`src/rtl/ir_cmd_pkg.sv`:
```
// Shared types, default command codes, frame field positions and the LED action function
// for the IR LED command engine.
package ir_cmd_pkg;

    typedef enum logic [1:0] {
        IDLE  = 2'd0,
        CHECK = 2'd1,
        EXEC  = 2'd2
    } state_e;

    localparam logic [7:0] DEF_CODE_SHR  = 8'h1B;
    localparam logic [7:0] DEF_CODE_SHL  = 8'h1F;
    localparam logic [7:0] DEF_CODE_INV  = 8'h1E;
    localparam logic [7:0] DEF_CODE_SWAP = 8'h0C;
    localparam logic [7:0] DEF_CODE_ROR  = 8'h1A;
    localparam logic [7:0] DEF_CODE_CLR  = 8'h12;

    localparam int FRM_NCMD_HI = 31;
    localparam int FRM_NCMD_LO = 24;
    localparam int FRM_CMD_HI  = 23;
    localparam int FRM_CMD_LO  = 16;
    localparam int FRM_EXT_HI  = 15;
    localparam int FRM_EXT_LO  = 8;
    localparam int FRM_ADDR_HI = 7;
    localparam int FRM_ADDR_LO = 0;

    typedef struct packed {
        logic [7:0] shr;
        logic [7:0] shl;
        logic [7:0] inv;
        logic [7:0] ror;
        logic [7:0] swp;
        logic [7:0] clr;
    } codes_t;

    typedef struct packed {
        logic [31:0] led;
        logic [31:0] save;
    } led_save_t;

    // Works on a 32-bit container; led/save must arrive zero-extended from 'width' bits.
    // The if/else order gives the decode priority when codes collide.
    function automatic led_save_t led_next(input codes_t codes, input int width,
                                           input logic [7:0] cmd,
                                           input logic [31:0] led, input logic [31:0] save);
        logic [31:0] msb;
        logic [31:0] mask;
        led_save_t   r;
        msb    = 32'd1 << (width - 1);
        mask   = (msb << 1) - 32'd1;
        r.led  = led;
        r.save = save;
        if (cmd == codes.shr) begin
            r.led = (led >> 1) | msb;
        end else if (cmd == codes.shl) begin
            r.led = (led << 1) & mask;
        end else if (cmd == codes.inv) begin
            r.led = ~led & mask;
        end else if (cmd == codes.ror) begin
            r.led = (led >> 1) | (led[0] ? msb : 32'd0);
        end else if (cmd == codes.swp) begin
            r.led  = save;
            r.save = (save == 32'd0) ? led : 32'd0;
        end else if (cmd == codes.clr) begin
            r.led  = 32'd0;
            r.save = 32'd0;
        end
        return r;
    endfunction

endpackage

```
`src/rtl/ir_frame_check.sv`:
```
// Ready edge detect, frame capture and integrity check for the IR LED command engine.
// Optional IR_ADDR_FILTER_EN additionally requires the address byte to equal DEV_ADDR.
module ir_frame_check
    import ir_cmd_pkg::*;
#(
    parameter logic [7:0] DEV_ADDR = 8'h00
) (
    input  logic        clk,
    input  logic        rst,
    input  logic        ir_ready_i,
    input  logic [31:0] ir_data_i,
    input  logic        capture_i,
    input  logic        check_i,
    output logic        start_o,
    output logic        frame_ok_o,
    output logic        frame_bad_o,
    output logic [7:0]  cmd_o
);

    logic        ready_q;
    logic [31:0] frame_q;
    logic        inv_ok;
    logic        addr_ok;
    logic        unused_bits;

    assign start_o = ir_ready_i & ~ready_q;

    // Frames arriving while the controller is busy are simply not captured.
    always_ff @(posedge clk or negedge rst) begin
        if (!rst) begin
            ready_q <= 1'b0;
            frame_q <= 32'd0;
        end else begin
            ready_q <= ir_ready_i;
            if (start_o && capture_i) begin
                frame_q <= ir_data_i;
            end
        end
    end

    assign cmd_o  = frame_q[FRM_CMD_HI:FRM_CMD_LO];
    assign inv_ok = (frame_q[FRM_NCMD_HI:FRM_NCMD_LO] == ~frame_q[FRM_CMD_HI:FRM_CMD_LO]);

`ifdef IR_ADDR_FILTER_EN
    assign addr_ok     = (frame_q[FRM_ADDR_HI:FRM_ADDR_LO] == DEV_ADDR);
    assign unused_bits = ^frame_q[FRM_EXT_HI:FRM_EXT_LO];
`else
    assign addr_ok     = 1'b1;
    assign unused_bits = ^{frame_q[FRM_EXT_HI:FRM_ADDR_LO], DEV_ADDR};
`endif

    // An address mismatch is a silent drop; only a broken inverse counts as an error.
    assign frame_ok_o  = check_i & inv_ok & addr_ok;
    assign frame_bad_o = check_i & ~inv_ok;

endmodule

```
`src/rtl/ir_led_cmd_ctrl.sv`:
```
// IR LED command engine: validates NEC frames and applies decoded actions to an LED bank.
// Build option IR_ADDR_FILTER_EN enables address filtering against DEV_ADDR.
module ir_led_cmd_ctrl
    import ir_cmd_pkg::*;
#(
    parameter int         LED_W     = 18,
    parameter logic [7:0] CODE_SHR  = DEF_CODE_SHR,
    parameter logic [7:0] CODE_SHL  = DEF_CODE_SHL,
    parameter logic [7:0] CODE_INV  = DEF_CODE_INV,
    parameter logic [7:0] CODE_SWAP = DEF_CODE_SWAP,
    parameter logic [7:0] CODE_ROR  = DEF_CODE_ROR,
    parameter logic [7:0] CODE_CLR  = DEF_CODE_CLR,
    parameter logic [7:0] DEV_ADDR  = 8'h00
) (
    input  logic             clk,
    input  logic             rst,
    input  logic             ir_ready_i,
    input  logic [31:0]      ir_data_i,
    output logic [LED_W-1:0] led_o,
    output logic [7:0]       last_cmd_o,
    output logic [7:0]       cnt_o,
    output logic             err_o,
    output logic             busy_o
);

    localparam codes_t CODES = '{shr: CODE_SHR, shl: CODE_SHL, inv: CODE_INV,
                                 ror: CODE_ROR, swp: CODE_SWAP, clr: CODE_CLR};

    state_e           state_q, state_d;
    logic [LED_W-1:0] led_q, led_d;
    logic [LED_W-1:0] save_q, save_d;
    logic [7:0]       last_q, last_d;
    logic [7:0]       cnt_q, cnt_d;
    logic             err_q, err_d;
    logic             start;
    logic             frame_ok;
    logic             frame_bad;
    logic [7:0]       cmd;
    led_save_t        nxt;

    ir_frame_check #(
        .DEV_ADDR (DEV_ADDR)
    ) u_check (
        .clk         (clk),
        .rst         (rst),
        .ir_ready_i  (ir_ready_i),
        .ir_data_i   (ir_data_i),
        .capture_i   (state_q == IDLE),
        .check_i     (state_q == CHECK),
        .start_o     (start),
        .frame_ok_o  (frame_ok),
        .frame_bad_o (frame_bad),
        .cmd_o       (cmd)
    );

    assign nxt = led_next(CODES, LED_W, cmd, 32'(led_q), 32'(save_q));

    generate
        if (LED_W < 32) begin : g_unused_hi
            logic unused_hi;
            assign unused_hi = ^{nxt.led[31:LED_W], nxt.save[31:LED_W]};
        end
    endgenerate

    always_ff @(posedge clk or negedge rst) begin
        if (!rst) begin
            state_q <= IDLE;
            led_q   <= '0;
            save_q  <= '0;
            last_q  <= 8'd0;
            cnt_q   <= 8'd0;
            err_q   <= 1'b0;
        end else begin
            state_q <= state_d;
            led_q   <= led_d;
            save_q  <= save_d;
            last_q  <= last_d;
            cnt_q   <= cnt_d;
            err_q   <= err_d;
        end
    end

    // Unrecognised codes still count and update last_cmd; only the LED action is skipped.
    always_comb begin
        state_d = state_q;
        led_d   = led_q;
        save_d  = save_q;
        last_d  = last_q;
        cnt_d   = cnt_q;
        err_d   = err_q;
        case (state_q)
            IDLE: begin
                if (start) state_d = CHECK;
            end
            CHECK: begin
                if (frame_ok) begin
                    state_d = EXEC;
                end else begin
                    state_d = IDLE;
                    if (frame_bad) err_d = 1'b1;
                end
            end
            EXEC: begin
                led_d   = nxt.led[LED_W-1:0];
                save_d  = nxt.save[LED_W-1:0];
                last_d  = cmd;
                cnt_d   = cnt_q + 8'd1;
                state_d = IDLE;
            end
            default: state_d = IDLE;
        endcase
    end

    assign led_o      = led_q;
    assign last_cmd_o = last_q;
    assign cnt_o      = cnt_q;
    assign err_o      = err_q;
    assign busy_o     = (state_q != IDLE);

endmodule
```
`config.mk`:
```
export PLATFORM = sky130hd
export DESIGN_NAME = ir_led_cmd_ctrl
export DESIGN_NICKNAME = d
export VERILOG_FILES = /design/src/rtl/ir_cmd_pkg.sv /design/src/rtl/ir_frame_check.sv /design/src/rtl/ir_led_cmd_ctrl.sv
export SDC_FILE = /design/constraint.sdc
export NUM_CORES = 1
export LEC_CHECK = 0
export ABC_AREA = 1
export CAP_MARGIN = 30
export CORE_UTILIZATION = 58
export DETAILED_ROUTE_END_ITERATION = 7
export PLACE_DENSITY = 0.95
export SLEW_MARGIN = 10
export SYNTH_ARGS = -nofsm -noshare
export SYNTH_HDL_FRONTEND = slang
export SYNTH_HIERARCHICAL = 1
export SYNTH_SLANG_ARGS = --single-unit
```
`constraint.sdc`:
```
create_clock -name clk -period 4.87 [get_ports clk]
set_clock_uncertainty 0.05 [all_clocks]
set_input_delay 0.974 -clock clk [delete_from_list [all_inputs] [get_ports clk]]
set_output_delay 0.974 -clock clk [all_outputs]
set_load 0.02 [all_outputs]
```
Yosys cells after proc, flatten, opt, wreduce, memory -nomap -nowiden
Index checks and enable logic that the tools add are counted.
- bits in registers: 88
- bits in latches: 0
- RAM bits: 0
- memory bits (read-only): 0
- bits of input ports: 35
- output and inout bits: 36
- memories: 0
- add/subtract/negate cells: 1
- multiply operators: 0
- div/mod/pow operators: 0
- order comparisons: 0
- equality and inequality tests: 10
- shifts and indexed selects: 0
- muxes and demuxes: 11
- bitwise operators: 13
- reduce and logical (&&, ||, !) cells: 9
- operators by type and width (kind ; count):
    $mux W18 ; 6
    $mux W50 ; 2
    $eq A8 B5 Y1 const B ; 5
    $logic_not A18 Y1 ; 1
    $not A18 Y18 ; 1
    $or A17 B18 Y18 ; 1
    $add A8 B1 Y8 const B ; 1
    $eq A8 B4 Y1 const B ; 1
    $eq A8 B8 Y1 ; 1
    $not A8 Y8 ; 1
    $not A1 Y1 ; 7
    $reduce_and A6 Y1 ; 1
    $reduce_bool A6 Y1 ; 1
    $mux W2 ; 2
    $pmux W2 S2 ; 1
    $reduce_bool A2 Y1 ; 2
    $and A1 B1 Y1 ; 3
    $reduce_and A3 Y1 ; 1
    $eq A2 B1 Y1 const B ; 1
    $eq A2 B2 Y1 const B ; 1
    $logic_not A2 Y1 ; 1
    $ne A2 B2 Y1 const B ; 1
    $reduce_and A2 Y1 ; 1
    $logic_and A1 B1 Y1 ; 1

Longest topological paths before layout
- depth after elaboration: 7
- mapped depth: 11

Cells and area by module
The synthesis kept the hierarchy.
- modules (own cells, without submodules) (module ; times used ; cells an instance ; area an instance (um2) ; sequential area each (um2)):
    ir_led_cmd_ctrl ; 1 ; 451 ; 3405.8 ; 1376.3
    ir_frame_check ; 1 ; 117 ; 923.4 ; 425.4

Worst setup path after synthesis
No wires, ideal clock.
- path type: input port to flip-flop
- from: in ir_ready_i
- to: reg u_check.frame_q[16]
- library setup time: 0.119 ns
- arrival time: 1.563 ns
- slack: 3.138 ns
- stages: 6
- cells stage by stage: inv_1 > nor2_4 > nand2_4 > buf_6 > nor2_2 > a21oi_2
- cells in the longest elaborated chain, start to end: 2
- ends and longest elaborated chain (item ; RTL line ; source):
    from (decl) ; ir_led_cmd_ctrl.sv:17 ; input logic ir_ready_i,
    $and A1 B1 Y1 ; ir_frame_check.sv:26 ; assign start_o = ir_ready_i & ~ready_q;
    named net start ; ir_led_cmd_ctrl.sv:35 ; logic start;
    $logic_and A1 B1 Y1 ; ir_frame_check.sv:35 ; if (start_o && capture_i) begin
    to (signal assigned) ; ir_frame_check.sv:36 ; frame_q <= ir_data_i;
    to (decl) ; ir_frame_check.sv:21 ; logic [31:0] frame_q;
The timed path passes the listed nets, and every way through them passes these cells.
A chain may end at the register's enable or synchronous reset.

Final worst setup path
- from: reg state_q[1]
- to: out busy_o
- cells in the longest elaborated chain, start to end: 1
- ends and longest elaborated chain (item ; RTL line ; source):
    from (decl) ; ir_led_cmd_ctrl.sv:29 ; state_e state_q, state_d;
    from (signal assigned) ; ir_led_cmd_ctrl.sv:74 ; state_q <= state_d;
    $reduce_bool A2 Y1 ; ir_led_cmd_ctrl.sv:118 ; assign busy_o = (state_q != IDLE);
    to (decl) ; ir_led_cmd_ctrl.sv:23 ; output logic busy_o
No other way between the ends.

==> impl_metrics.py <==
metrics = {
    "synth": {
        "synth.cell_area_um2": 4330,
        "syn-instance-count": 568,
        "yosys_warnings": 6,
        "synth.distinct_cells": 32,
        "async_reset_ff_frac": 1.00,
        "yosysSeqAreaShare": 0.416,
        "synth_top_area_frac": 0.416,
        "postSynthRegisterBits": 72,
        "synth_nets": 604,
        "yosys.cell_count.top_type": "nand2_1",
        "synth_area_leader_cell": "dfrtp_1",
        "ys_top_cells_by_count": "nand2_1 (144), nand3_1 (88), dfrtp_1 (72)",
        "synthFlopType": "dfrtp_1",
        "synth_area_leaders": "dfrtp_1 (42%), nand2_1 (12%), nand3_1 (10%), inv_1 (4.9%), nor2_1 (4.4%)",
        "synth_edf_count": 0,
        "synth_area_per_cell_um2": 7.62,
    },
    "floorplanning": {
        "rows": 31,
        "die_h_um": 88.4,
        "core_area_um2": 7210,
        "die_x_um": 88.4,
        "die-area_um2": 7810,
        "start_util": 0.600,
        "ios": 71,
    },
    "setup_path": {
        "r2r-start": "state_q[1]$_DFFE_PN0P_",
        "path_delay_family": "buffers and inverters",
        "end_kind": "primary output",
        "crit_path_max_fanout": 10,
        "rr_worst_depth": 6,
        "rrSetupSlack_ns": 2.20,
        "critPathKind": "register to primary output",
        "crit_slowest_cell": "clkdlybuf4s50_1",
        "worstReg2RegEnd": "save_q[3]$_DFFE_PN0P_",
        "critPathArrivalTime_ns": 2.04,
        "critPathLaunchType": "register",
        "worstPathCellList": "nor2_1, inv_1, clkdlybuf4s50_1",
        "cp.required_ns": 3.85,
        "path_buf_inv": 2,
        "crit_path_max_incr_delay_ns": 0.57,
    },
    "sta": {
        "fin_crit_ns": 3.06,
        "maxSlewHeadroom": 0.452,
        "fin_crit_sh": 0.629,
        "fmax_ghz": 0.327,
        "setup_tns_ns": 0,
        "rsz0062_at_grt": "false",
        "drv_slew": 0,
        "setup_viol": 0,
        "max_slew.worst_pin.slew_ns": 0.822,
        "hold_violations": 0,
    },
    "worst_hold_path": {
        "hold_class": "register to register",
        "worstHoldStart": "cnt_o[7]$_DFFE_PN0N_",
        "whs_path_depth": 1,
        "whs_endpoint": "cnt_o[7]$_DFFE_PN0N_",
    },
    "pwr": {
        "cellPowerDensity_nw_per_um2": 255,
        "p_switching_mw": 0.371,
        "switching_share": 0.292,
        "ir_drop_uv": 177,
        "p_int_mw": 0.900,
        "total_power_mw": 1.27,
        "seq_power_share": 0.511,
        "p_clk_frac": 0.360,
        "comb_power_share": 0.129,
        "leakage_nw": 2.34,
    },
    "placement": {
        "gp_congestion": 0.914,
        "place_hpwl_um": 7120,
        "portBuffers": 54,
    },
    "cts": {
        "ctsHoldBuffers": 0,
        "cts_root_buffer": "clkbuf_8",
        "cts_tree": "built",
        "cts_setup_buffers": 0,
        "cts_made_buffers": 9,
        "cts_max_path_buffers": 2,
        "clk_latency_ns": 0.35,
        "clock_sinks": 72,
        "cts.clk_slew.worst_paths_ns": 0.08,
        "cts.repair.resized": 0,
        "htreeDepth": 3,
    },
    "global_routing": {
        "grt_max_degree": 50,
        "grt_use_total": 0.290,
        "antenna_found_initial": 0,
        "grt_pass1_vias": 3674,
        "grt_pass1_wl_um": 17400,
        "overflow": 0,
    },
    "route": {
        "remaining_drc_errors": 0,
        "dr.pass1.iters": 5,
        "post_drt_wl_per_cell_um": 14.8,
        "ant_nets": 0,
        "drt_iter0_markers": 624,
        "via_count": 4112,
        "routed_wl_um": 10500,
        "vias_per_cell": 5.80,
    },
    "layout": {
        "multiInputGateArea_um2": 2070,
        "area_delta_synth_final_pct": 15.0,
        "register_area_um2": 1800,
        "antennaDiodeCount": 0,
        "drive_gt1_frac": 0.139,
        "fillers": 545,
        "nets": 641,
    },
    "job": {
        "maxCapViolations": 0,
    },
    "run_status": {
        "status": "finished clean",
    },
}
[kinds of logic (layout without fill, tap and decap cells)]
| family | count (synthesis) | after routing | synth area share |
|---|---|---|---|
| AOI/OAI and AO/OA | 46 | 46 | 0.0731 |
| xor gates and xnor gates | 7 | 7 | 0.0142 |
| adders and majority gates | 1 | 1 | 0.00289 |
| buffers and inverters | 93 | 135 | 0.105 |
| DFF | 72 | 72 | 0.416 |
| and+or+nand+nor | 349 | 349 | 0.388 |
[stage by stage]
step           utilization  instance area, µm²  worst slack, ns  cells  hold slack, ns
2_1_floorplan            -                4330             3.14    568           0.404
3_3_place_gp         0.664                4790             2.26    693           0.411
3_5_place_dp         0.664                4790             2.21    693           0.430
4_1_cts              0.690                4980             1.81    709           0.447
5_1_grt              0.690                4980             1.71    709           0.468
6_report             0.690                4980             1.81    709           0.439
[placed cells by master, fill, tap and decap left out, types with 4 or more instances in the layout]
cell type,instances
nand4_1,20
o21ai_1,14
a21oi_2,8
nor3_1,4
nand3_2,11
nor2_4,5
nand3_1,88
clkdlybuf4s50_1,53
clkbuf_8,12
o21ai_0,8
nand2_4,4
nor2_1,51
nand2_2,9
inv_1,56
dfrtp_1,72
xnor2_1,4
nand2_1,144
o21ai_2,14
inv_2,4
nor2_2,7
[how the worst max path moves through the flow]
stage / start / endpoint / slack, ns / depth (start not counted)
2_1_floorplan: ir_ready_i / u_check/frame_q[16]$_DFFE_PN0P_ / 3.14 / 6
3_3_place_gp: state_q[1]$_DFFE_PN0P_ / busy_o / 2.26 / 3
3_5_place_dp: state_q[1]$_DFFE_PN0P_ / busy_o / 2.21 / 3
4_1_cts: state_q[1]$_DFFE_PN0P_ / busy_o / 1.81 / 3
5_1_grt: state_q[1]$_DFFE_PN0P_ / busy_o / 1.71 / 3
6_report: state_q[1]$_DFFE_PN0P_ / busy_o / 1.81 / 3
[sequential cells by signal, indices dropped and copies added (netlist names)]
register         count
last_cmd_o           8
save_q              18
cnt_o                8
u_check/ready_q      1
state_q              2
err_o                1
led_o               18
u_check/frame_q     16
[power groups by stage]
stage | registers (mW) | logic [mW] | clock network (mW)
floorplan | 0.647 | 0.129 | 0
global placement | 0.658 | 0.152 | 0
detailed placement | 0.660 | 0.159 | 0
CTS | 0.649 | 0.162 | 0.457
global route | 0.652 | 0.183 | 0.484
finish | 0.650 | 0.164 | 0.458
[area by class of cell]
| class | instances | area share |
|---|---|---|
| multi-input combinational | 403 | 0.416 |
| sequential | 72 | 0.362 |
| timing repair buffer | 56 | 0.111 |
| inverter | 63 | 0.0480 |
| clock buffer | 13 | 0.0339 |
| tap | 99 | 0.0249 |
| clock inverter | 3 | 0.00477 |
[routing by layer]
| metal | vias to the layer above | global-route usage | routed length [µm] |
|---|---|---|---|
| li1 | 1893 | - | - |
| met1 | 1919 | 0.381 | 4210 |
| met2 | 248 | 0.459 | 4970 |
| met3 | 52 | 0.0522 | 942 |
| met4 | 0 | 0.158 | 372 |
| met5 | - | 0 | 0 |
Power figures use the tool's default switching activity.
